<file path="config.mk">
export PLATFORM = sky130hd
export DESIGN_NAME = mem_arbiter
export DESIGN_NICKNAME = d
export VERILOG_FILES = /design/src/rtl/mem_arb_pkg.sv /design/src/rtl/arb_word_counter.sv /design/src/rtl/mem_arbiter.sv
export SDC_FILE = /design/constraint.sdc
export NUM_CORES = 1
export LEC_CHECK = 0
export CAP_MARGIN = 30
export CORE_MARGIN = 1
export CORE_UTILIZATION = 35
export DETAILED_ROUTE_END_ITERATION = 16
export MAX_ROUTING_LAYER = met4
export PLACE_DENSITY = 0.8
export SLEW_MARGIN = 20
export SYNTH_ARGS = -nofsm -noshare
export SYNTH_HDL_FRONTEND = slang
export SYNTH_SLANG_ARGS = --single-unit
</file>
<file path="constraint.sdc">
create_clock -name clk -period 2 [get_ports clk]
set_input_delay 0.4 -clock clk [delete_from_list [all_inputs] [get_ports clk]]
set_output_delay 0.4 -clock clk [all_outputs]
set_load 0.01 [all_outputs]
</file>
<file path="src/rtl/mem_arb_pkg.sv">
// Shared types and constants for the memory-side fill arbiter.
package mem_arb_pkg;

    typedef enum logic {
        IDLE = 1'b0,
        FILL = 1'b1
    } state_t;

    localparam logic CLIENT_IC = 1'b0;
    localparam logic CLIENT_DC = 1'b1;

    localparam int DEF_WORDS_PER_BLOCK = 8;
    // Main memory is pipelined; the arbiter never counts latency, it just waits for returns.
    localparam int DEF_MEM_LATENCY     = 4;

endpackage

</file>
<file path="src/rtl/arb_word_counter.sv">
// Loadable/clearable up-counter with a terminal-count flag (all ones).
module arb_word_counter #(
    parameter int WIDTH = 3
) (
    input  logic             clk,
    input  logic             rst,
    input  logic             clear,
    input  logic             load,
    input  logic [WIDTH-1:0] load_val,
    input  logic             en,
    output logic [WIDTH-1:0] count,
    output logic             tc
);

    always_ff @(posedge clk or posedge rst) begin
        if (rst) begin
            count <= '0;
        end else if (clear) begin
            count <= '0;
        end else if (load) begin
            count <= load_val;
        end else if (en) begin
            count <= count + 1'b1;
        end
    end

    assign tc = &count;

endmodule

</file>
<file path="src/rtl/mem_arbiter.sv">
// Arbitrates I-cache/D-cache block fills onto a pipelined main memory and streams words back.
// Optional macro ROUND_ROBIN_EN: alternate grants on simultaneous misses instead of fixed D-cache priority.
module mem_arbiter
    import mem_arb_pkg::*;
#(
    parameter int WORDS_PER_BLOCK = DEF_WORDS_PER_BLOCK,
    parameter int IDX_W           = $clog2(WORDS_PER_BLOCK)
) (
    input  logic             clk,
    input  logic             rst,
    input  logic             ic_miss_detected,
    input  logic [15:0]      ic_addr_to_mem,
    output logic             ic_service,
    output logic             ic_data_valid,
    input  logic             dc_miss_detected,
    input  logic [15:0]      dc_addr_to_mem,
    output logic             dc_service,
    output logic             dc_data_valid,
    output logic [15:0]      data_from_mem,
    output logic [IDX_W-1:0] fill_word_idx,
    output logic             mem_en,
    output logic [15:0]      mem_addr,
    input  logic [15:0]      mem_data_out,
    input  logic             mem_data_valid
);

    localparam logic [15:0] BLOCK_MASK = ~16'(2 * WORDS_PER_BLOCK - 1);

    state_t            state;
    logic              grant;
    logic [15:0]       base;
    logic              issuing;
    logic              next_client;
    logic              start;
    logic              mem_ret;
    logic [IDX_W-1:0]  issue_cnt;
    logic [IDX_W-1:0]  ret_cnt;
    logic              issue_tc;
    logic              ret_tc;

`ifdef ROUND_ROBIN_EN
    logic last_grant;

    always_comb begin
        next_client = CLIENT_IC;
        if (ic_miss_detected && dc_miss_detected) begin
            next_client = (last_grant == CLIENT_IC) ? CLIENT_DC : CLIENT_IC;
        end else if (dc_miss_detected) begin
            next_client = CLIENT_DC;
        end
    end

    always_ff @(posedge clk or posedge rst) begin
        if (rst) begin
            last_grant <= CLIENT_IC;
        end else if (start) begin
            last_grant <= next_client;
        end
    end
`else
    assign next_client = dc_miss_detected ? CLIENT_DC : CLIENT_IC;
`endif

    assign start   = (state == IDLE) && (ic_miss_detected || dc_miss_detected);
    assign mem_ret = (state == FILL) && mem_data_valid;

    // Grant and block base are latched once; request lines are ignored for the rest of the fill.
    always_ff @(posedge clk or posedge rst) begin
        if (rst) begin
            state   <= IDLE;
            grant   <= CLIENT_IC;
            base    <= '0;
            issuing <= 1'b0;
        end else begin
            case (state)
                IDLE: begin
                    if (start) begin
                        grant   <= next_client;
                        base    <= ((next_client == CLIENT_DC) ? dc_addr_to_mem
                                                               : ic_addr_to_mem) & BLOCK_MASK;
                        issuing <= 1'b1;
                        state   <= FILL;
                    end
                end
                FILL: begin
                    if (issuing && issue_tc) begin
                        issuing <= 1'b0;
                    end
                    if (mem_ret && ret_tc) begin
                        state <= IDLE;
                    end
                end
                default: state <= IDLE;
            endcase
        end
    end

    arb_word_counter #(.WIDTH(IDX_W)) u_issue_cnt (
        .clk      (clk),
        .rst      (rst),
        .clear    (start),
        .load     (1'b0),
        .load_val ('0),
        .en       (mem_en),
        .count    (issue_cnt),
        .tc       (issue_tc)
    );

    arb_word_counter #(.WIDTH(IDX_W)) u_ret_cnt (
        .clk      (clk),
        .rst      (rst),
        .clear    (start),
        .load     (1'b0),
        .load_val ('0),
        .en       (mem_ret),
        .count    (ret_cnt),
        .tc       (ret_tc)
    );

    assign mem_en   = (state == FILL) && issuing;
    assign mem_addr = mem_en ? (base | {{(15 - IDX_W){1'b0}}, issue_cnt, 1'b0}) : 16'h0000;

    assign ic_service    = (state == FILL) && (grant == CLIENT_IC);
    assign dc_service    = (state == FILL) && (grant == CLIENT_DC);
    assign ic_data_valid = mem_ret && (grant == CLIENT_IC);
    assign dc_data_valid = mem_ret && (grant == CLIENT_DC);
    assign data_from_mem = mem_ret ? mem_data_out : 16'h0000;
    assign fill_word_idx = mem_ret ? ret_cnt : '0;

endmodule
</file>
== Word-level counts from Yosys, hierarchy flattened ==
Cells that the tools add are included.
Word-level totals
  register bits: 21
  output and inout bits: 40
Operators by class
  $add $sub $neg: 2
  equality and inequality tests: 2
  mux-type cells: 15
  bitwise gates (word level): 3
  reductions and logical operators: 16
Operator list (count)
  16-bit 2-to-1 mux: 3
  16-bit by 4-bit OR with 16-bit output: 1
  3-bit 2-to-1 mux: 5
  1-bit logical AND: 9
  3-bit by 1-bit adder with 3-bit output, second input constant: 2
  3-bit AND reduction: 2
  1-bit 2-to-1 mux: 5
  1-bit case mux with 2 select lines: 2
  2-bit AND reduction: 2
  2-bit nonzero test: 2
  2-bit by 1-bit inequality test with 1-bit output, second input constant: 1
  2-bit inequality test, second input constant: 1
  1-bit NOT: 2
  1-bit logical OR: 1

== Longest topological paths before layout ==
Gate-level depths: netlist of the first run.
  word-level depth: 4
  mapped depth: 4

== By module ==
From an unflattened synthesis of the first run, not the netlist that was laid out.
Unflattened totals
  cell total of the unflattened synthesis: 142
  area total of the unflattened synthesis: 1362.6 um^2
Modules (own cells, without submodules)
  mem_arbiter: times used 1, cells each 110, area each 997.2 um^2, seq. area each 375.4 um^2
  arb_word_counter: times used 2, cells each 16, area each 182.7 um^2, seq. area each 75.1 um^2

== Least setup slack after synthesis of the first run ==
No wires, ideal clock.
  kind: register to output
  start: register state
  end: output dc_data_valid
  arrival time: 1036 ps
  required time: 1600 ps
  path slack: 564 ps
  cell stages (with the launch flop): 5
  buffers on the path: 2
  path through: dfrtp_1 > buf_2 > clkbuf_1 > nand2_1 > nor2_1
On the way
  word-level cells in the longest chain between the ends: 2
RTL lines
  from (decl): line mem_arbiter.sv:29  | state_t state;
  from (signal assigned): line mem_arbiter.sv:70  | state <= IDLE;
  from (signal assigned): line mem_arbiter.sv:82  | state <= FILL;
  from (signal assigned): line mem_arbiter.sv:90  | state <= IDLE;
  1-bit logical AND: line mem_arbiter.sv:65  | assign mem_ret = (state == FILL) && mem_data_valid;
  1-bit logical AND: line mem_arbiter.sv:126  | assign dc_data_valid = mem_ret && (grant == CLIENT_DC);
  to (decl): line mem_arbiter.sv:18  | output logic dc_data_valid,
No other way between the ends.

== Worst setup path after layout of the first run ==
  start: register issuing
  end: output mem_addr[15]
On the way
  word-level cells in the longest chain between the ends: 2
RTL lines
  from (decl): line mem_arbiter.sv:32  | logic issuing;
  from (signal assigned): line mem_arbiter.sv:73  | issuing <= 1'b0;
  from (signal assigned): line mem_arbiter.sv:81  | issuing <= 1'b1;
  from (signal assigned): line mem_arbiter.sv:87  | issuing <= 1'b0;
  1-bit logical AND: line mem_arbiter.sv:120  | assign mem_en = (state == FILL) && issuing;
  16-bit 2-to-1 mux: line mem_arbiter.sv:121  | assign mem_addr = mem_en ? (base | {{(15 - IDX_W){1'b0}}, issue_cnt, 1'b0}) : 16'h0000;
  to (decl): line mem_arbiter.sv:22  | output logic [15:0] mem_addr,
No other way between the ends.

==> summary.md, run 1 <==
| Metric | Value |
|---|---|
| Status | completed |
| DP Wirelength | 2580 µm |
| Layout cells sized above 1 | 13.8% |
| Fin area | 2320 µm² |
| CP Max Fanout | 20 |
| Vias | 1372 |
| Share of synthesized registers carrying an async set or reset | 100% |
| Vias/cell | 5.16 |
| Initial Util | 36.8% |
| Min-Delay Path Class | in2async |
| Clock share of power | 11.3% |
| Top FF cell, synth | dfrtp_1 |
| Largest family of logic cells by synthesized area | simple AND/OR/NAND/NOR gates |
| Critical Path Slowest Stage Cell | dfrtp_2 |
| RSZ-0062 raised after global routing | yes |
| Clock root buffer | clkbuf_8 |
| Antenna violations before repair | 0 |
| Post-Synthesis Cells | 137 |
| Synth area leaders | dfrtp_1 (38%), and3_1 (15%), o221a_2 (9.1%) |
| Final nets | 276 |
| First-pass GRT wire length | 5480 µm |
| DRT antenna net count | 0 |
| Worst-path cell chain | and3_1, clkdlybuf4s50_1 |
| Num rows | 22 |
| Final hold violation count | 0 |
| Die extent in x | 64.5 µm |
| Max_cap viols | 0 |
| Net Count, Synth | 194 |
| Leak | 1.08 nW |
| Net switching power | 792 µW |
| Area delta synth->final | 69.4% |
| Pint | 1.63 mW |
| Crit-path max cell delay | 0.54 ns |
| Crit end category | primary output |
| # IOs | 93 |
| Fin crit share | 98.1% |
| Synth Area in XOR/XNOR | 0.640% |
| TritonRoute pass-1 iters | 4 |
| Placed cell area | 2250 µm² |
| Maximum vdd drop | 580 µV |
| Worst-case clock buffer depth | 2 |
| Top delay family on crit path | flip-flops |
| Largest net degree at the start of global routing | 47 |
| Vias in the first global route | 1189 |
| Tot Pwr | 2.42 mW |
| Cell taking the most area after synthesis | dfrtp_1 |
| Register area share after synthesis | 38.4% |
| Critical Path Source Type | register |
| Yosys warning count | 0 |
| Top cell type's share of synthesized area | 38.4% |
| Arrival time of the worst setup path | 1.56 ns |
| Core Area | 3720 µm² |
| Clock Latency Late Sink | 0.25 ns |
| List of most frequent post-synthesis cells | and3_1 (33), dfrtp_1 (21), or4b_1 (12), o221a_2 (11), clkbuf_1 (10) |
| TritonCTS Buffers | 3 |
| Chip height | 64.5 µm |
| Drt first-iter violations | 49 |
| # hold bufs at CTS | 0 |
| Fillers | 320 |
| Synth Area in Simple Gates | 32.7% |
| Setup violators final | 0 |
| Switching Share | 32.7% |
| Fmax | 509 MHz |
| Wire per inst | 13.3 µm |
| Post-synthesis average cell area | 9.98 µm² |
| Ant diodes | 0 |
| Post-synthesis compound-gate area fraction | 15.5% |
| Synth unique cells | 30 |
| Cell area after technology mapping | 1370 µm² |
| CTS H-tree depth | 1 |
| TritonCTS clock tree | done |
| Post-Route Skew | 0.00117 ns |
| Total gr overflow | 0 |
| I/O Buffers | 83 |
| GR Util All Layers | 16.8% |
| Final wirelength | 3550 µm |
| Yosys reg bits | 21 |
| Crit Path Category | reg2out |
| Flop pwr share | 33.7% |
| Num Clock Sinks | 21 |
| Required time at the worst-slack endpoint | 1.60 ns |
| Post-route DRC | 0 |
| Reg clk slew, reported paths | 0.07 ns |
| Power per cell area | 1040 nW/µm² |
| Logic gate share of total power | 55.1% |
| Mux share of post-synthesis cell area | 2.47% |
| Bufs and invs on worst path | 1 |
| Synth Area in Adders | 3.66% |
| Gp weighted congestion | 0.705 |
| Die area | 4160 µm² |
| Pins Over Slew Limit | 0 |
| Count leader, synth | and3_1 |
| Period minus WS final | 1.96 ns |
| Post-synth EDFFs | 0 |
==> cell usage in the layout, fill, tap and decap left out, types with 4 or more instances in the layout <==
cell,instances
clkdlybuf4s50_1,62
and3_1,33
dlygate4sd2_1,21
dfrtp_1,19
or4b_1,12
o221a_2,11
nor2b_1,6
buf_4,6
nor2_1,4
a22o_1,4
ha_1,4
==> final cells by class <==
type                            instances  area, µm²  area share (%)
Multi-Input combinational cell         97        754            32.6
Sequential cell                        21        528            22.8
Inverter                                3       11.3           0.486
Clock buffer                            4       45.0            1.94
Timing Repair Buffer                   93        917            39.6
Tap cell                               48       60.1            2.59
==> path summary, 6_finish.rpt <==
kind,depth (start not counted),startpoint,to,slack [ns]
setup reg to reg,4,state,base[14],0.47
hold / removal,3,rst,base[12],0.47
max in group asynchronous,3,rst,issuing,1.30
hold reg to reg,1,u_ret_cnt.count[0],u_ret_cnt.count[0],0.52
min in group clk,1,u_ret_cnt.count[0],u_ret_cnt.count[0],0.52
setup / recovery,2,issuing,mem_addr[15],0.04
==> power by group through the flow <==
| stage | logic (mW) | clock network (mW) | registers, mW |
|---|---|---|---|
| global route | 1.44 | 0.291 | 0.846 |
| global placement | 1.33 | 0 | 0.808 |
| finish | 1.33 | 0.273 | 0.815 |
| detailed placement | 1.35 | 0 | 0.817 |
| CTS | 1.31 | 0.275 | 0.812 |
| floorplan | 0.785 | 0 | 0.735 |
==> worst register-to-register path, cell delays in order (launching register included) <==
cell	delay (ns)
dfrtp_2	0.44
buf_4	0.15
clkbuf_16	0.17
or4b_1	0.53
o211a_1	0.14
==> flip-flops by register name, summed over array words and instances, names as in the netlist <==
name / count
u_issue_cnt.count: 3
state: 1
u_ret_cnt.count: 3
issuing: 1
grant: 1
base: 12
==> through the flow <==
| step | util (%) | hold WS (ns) | setup WS, ns | instances | setup TNS [ns] |
|---|---|---|---|---|---|
| final | 62.3 | 0.472 | 0.0371 | 266 | 0 |
| after global routing | 62.3 | 0.517 | -0.0214 | 266 | -0.0479 |
| after CTS | 61.3 | 0.485 | 0.0158 | 264 | 0 |
| after detailed placement | 60.7 | 0.507 | -0.170 | 260 | -3.05 |
| after global placement | 60.7 | 0.499 | -0.170 | 260 | -3.12 |
| after floorplan | - | 0.377 | 0.564 | 137 | 0 |
==> cells by family (layout without fill, tap and decap cells) <==
| logic type | after synthesis | in the layout |
|---|---|---|
| AO/OA/AOI/OAI | 22 | 22 |
| XOR/XNOR | 1 | 1 |
| adder cells (fa/ha/maj) | 4 | 4 |
| buffers and inverters | 19 | 100 |
| flip-flops | 21 | 21 |
| multiplexers | 3 | 3 |
| other | 1 | 1 |
| AND/OR/NAND/NOR | 66 | 66 |
==> layer usage <==
metal	routed length, µm	track usage (%)	vias to the layer above
li1	-	-	678
met1	1580	20.2	647
met2	1750	29.5	45
met3	208	3.70	2
met4	6	2.22	0
met5	0	-	-
==> timing repair <==
item                                    4_1_cts  5_1_grt
buffers inserted                              0        1
gates cloned                                  0        1
gates resized for setup                      23        2
endpoints found under the hold margin         0        0
endpoints found under the setup margin       37       17
Note: power is estimated with default switching activity, not from simulation.
==> run 2: changes to the inputs <==
--- a/config.mk
+++ b/config.mk
@@ -10,7 +10,7 @@
 export CORE_UTILIZATION = 35
 export DETAILED_ROUTE_END_ITERATION = 16
 export MAX_ROUTING_LAYER = met4
-export PLACE_DENSITY = 0.8
+export PLACE_DENSITY = 0.81
 export SLEW_MARGIN = 20
 export SYNTH_ARGS = -nofsm -noshare
 export SYNTH_HDL_FRONTEND = slang
==> run 2 against run 1 <==
Non-clock buffer count rose by 4. Clock skew rose by 0.0011 ns. First-iteration DRC count rose by 49%. Fmax rose by 0.91%. Clock-buffer cell count fell by 1. Critical path depth rose by 1. Utilization rose by 1.4 points. Sequential cell count did not move. Sequential power fell by 4.0%. Combinational power rose by 8%.
==> summary.md, run 2 (synthesized netlist as in run 1, its figures left out) <==
| Metric | Value |
|---|---|
| Vias/cell | 5.24 (was 5.16) |
| Power per cell area | 1060 nW/µm² (was 1040 nW/µm²) |
| Fmax | 514 MHz (was 509 MHz) |
| Tot Pwr | 2.50 mW (was 2.42 mW) |
| Core Area | 3720 µm² (unchanged) |
| Worst path depth | 3 (was 2) |
| Post-Route Skew | 0.00224 ns (was 0.00117 ns) |
| Final nets | 280 (was 276) |
| Leak | 1.16 nW (was 1.08 nW) |
| Status | completed (unchanged) |
| Die area | 4160 µm² (unchanged) |
| Worst-path cell chain | buf_12, and3_1, clkdlybuf4s50_1 (was and3_1, clkdlybuf4s50_1) |
| Drt first-iter violations | 73 (was 49) |
| CP Max Fanout | 15 (was 20) |
| RSZ-0062 raised after global routing | no (was yes) |
| Chip height | 64.5 µm (unchanged) |
| Period minus WS final | 1.95 ns (was 1.96 ns) |
| DP Wirelength | 2640 µm (was 2580 µm) |
| Biggest registers after layout | base x12, u_issue_cnt.count x3, u_ret_cnt.count x3 (unchanged) |
| Post-route DRC | 0 (unchanged) |
| TritonCTS Buffers | 3 (unchanged) |
| GR Util All Layers | 19.9% (was 16.8%) |
| Placed Cells | 260 (unchanged) |
| Ant diodes | 0 (unchanged) |
| Fin area | 2370 µm² (was 2320 µm²) |
| Clock Latency Late Sink | 0.26 ns (was 0.25 ns) |
| TritonRoute pass-1 iters | 4 (unchanged) |
| Required time at the worst-slack endpoint | 1.60 ns (about the same) |
| Placed cell area | 2250 µm² (unchanged) |
| Max reg flops | 12 (unchanged) |
| Crit Path Category | reg2out (unchanged) |
| DRT antenna net count | 0 (unchanged) |
| Initial Util | 36.8% (unchanged) |
| Pins Over Slew Limit | 0 (unchanged) |
| # IOs | 93 (unchanged) |
| Crit-path max cell delay | 0.54 ns (about the same) |
| Vias in the first global route | 1349 (was 1189) |
| Fin crit share | 97.3% (was 98.1%) |
| Reg2Reg Depth | 4 (unchanged) |
| Num Clock Sinks | 21 (unchanged) |
| Num rows | 22 (unchanged) |
| Total gr overflow | 0 (unchanged) |
| Clock root buffer | clkbuf_8 (unchanged) |
| Reg clk slew, reported paths | 0.08 ns (was 0.07 ns) |
| Critical Path Source Type | register (unchanged) |
| Final hold violation count | 0 (unchanged) |
| Max_cap viols | 0 (unchanged) |
| Top delay family on crit path | buffers and inverters (was flip-flops) |
| Gp weighted congestion | 0.693 (was 0.705) |
| Min-Delay Path Class | in2async (unchanged) |
| Die extent in x | 64.5 µm (unchanged) |
| Final wirelength | 3930 µm (was 3550 µm) |
| Most frequent cells in the layout | clkdlybuf4s50_1 (59), and3_1 (33), dfrtp_1 (19), dlygate4sd2_1 (19), or4b_1 (12) (was clkdlybuf4s50_1 (62), and3_1 (33), dlygate4sd2_1 (21)) |
| Area delta synth->final | 73.2% (was 69.4%) |
| Maximum vdd drop | 568 µV (was 580 µV) |
| Commonest non-fill, non-tap cell in the layout | clkdlybuf4s50_1 (unchanged) |
| First-pass GRT wire length | 6340 µm (was 5480 µm) |
| Crit end category | primary output (unchanged) |
| Largest reg by FF count | base (unchanged) |
| TritonCTS clock tree | done (unchanged) |
| Antenna violations before repair | 0 (unchanged) |
| Largest net degree at the start of global routing | 30 (was 47) |
| Layout cells sized above 1 | 16.7% (was 13.8%) |
| Wire per inst | 14.6 µm (was 13.3 µm) |
| Bufs and invs on worst path | 2 (was 1) |
| Final Instance Count excl. Fillers | 270 (was 266) |
| Worst-case clock buffer depth | 2 (unchanged) |
| I/O Buffers | 83 (unchanged) |
| CTS H-tree depth | 1 (unchanged) |
| Arrival time of the worst setup path | 1.55 ns (was 1.56 ns) |
| Vias | 1414 (was 1372) |
| Setup violators final | 0 (unchanged) |
| Critical Path Slowest Stage Cell | clkdlybuf4s50_1 (was dfrtp_2) |
-- run 2: cell types whose count changed in the layout (fill, tap and decap cells not counted), sizes merged --
cell / change
dlymetal6s2s: +3
bufbuf: +1
clkdlybuf4s50: -3
clkbuf: +1
clkinv: +1
dlygate4sd2: -2
buf: +3
-- run 2: worst paths after layout --
| kind | startpoint | slack, ns | end |
|---|---|---|---|
| worst min register to register | u_ret_cnt.count[0] | 0.53 | u_ret_cnt.count[0] |
| min in group clk | u_ret_cnt.count[0] | 0.53 | u_ret_cnt.count[0] |
| max in group asynchronous | rst | 1.30 | issuing |
| worst min-delay path | rst | 0.47 | state |
| worst max-delay path | state | 0.05 | mem_addr[6] |
| worst max register to register | state | 0.33 | base[15] |
-- run 2: through the flow --
stage	hold WS (ns)	TNS [ns]	worst slack (ns)	utilization, %
2_1_floorplan	0.377	0	0.564	-
3_3_place_gp	0.494	-3.37	-0.185	60.7
3_5_place_dp	0.519	-3.47	-0.200	60.7
4_1_cts	0.483	0	0.00670	62.6
5_1_grt	0.501	0	0.00476	63.7
6_report	0.465	0	0.0548	63.7
-- run 2: power breakdown --
| part | switching [mW] | total [mW] | internal, mW |
|---|---|---|---|
| logic | 0.543 | 1.44 | 0.894 |
| registers | 0.145 | 0.782 | 0.637 |
| clock network | 0.144 | 0.283 | 0.139 |
| total | 0.833 | 2.50 | 1.67 |
-- run 2: tightest hold or removal path: cells and delay by family --
family	cells	cell delay, ns
buf+inv	3	0.71
-- run 2: final cells by class --
class                           instances  area (µm²)
Inverter                                3        11.3
Timing Repair Buffer                   97         968
Clock inverter                          1        5.00
Tap cell                               48        60.1
Clock buffer                            3        41.3
Sequential cell                        21         528
Fill cell                             331        1350
Multi-Input combinational cell         97         754
-- run 2: timing repair --
action                                  CTS  global route
hold buffers                              0             0
resized for setup                        23             8
gates cloned                              1             1
setup buffers                             2             2
endpoints found under the setup margin   36            17
-- run 2: layer usage --
| metal | vias to the layer above | routed length, µm | share of wire (%) | track usage [%] |
|---|---|---|---|---|
| met5 | - | 0 | 0 | - |
| met4 | 0 | 52 | 1.3 | 5.00 |
| met2 | 56 | 2020 | 51 | 35.0 |
| li1 | 690 | - | - | - |
| met1 | 664 | 1630 | 41 | 23.5 |
| met3 | 4 | 226 | 5.7 | 3.35 |
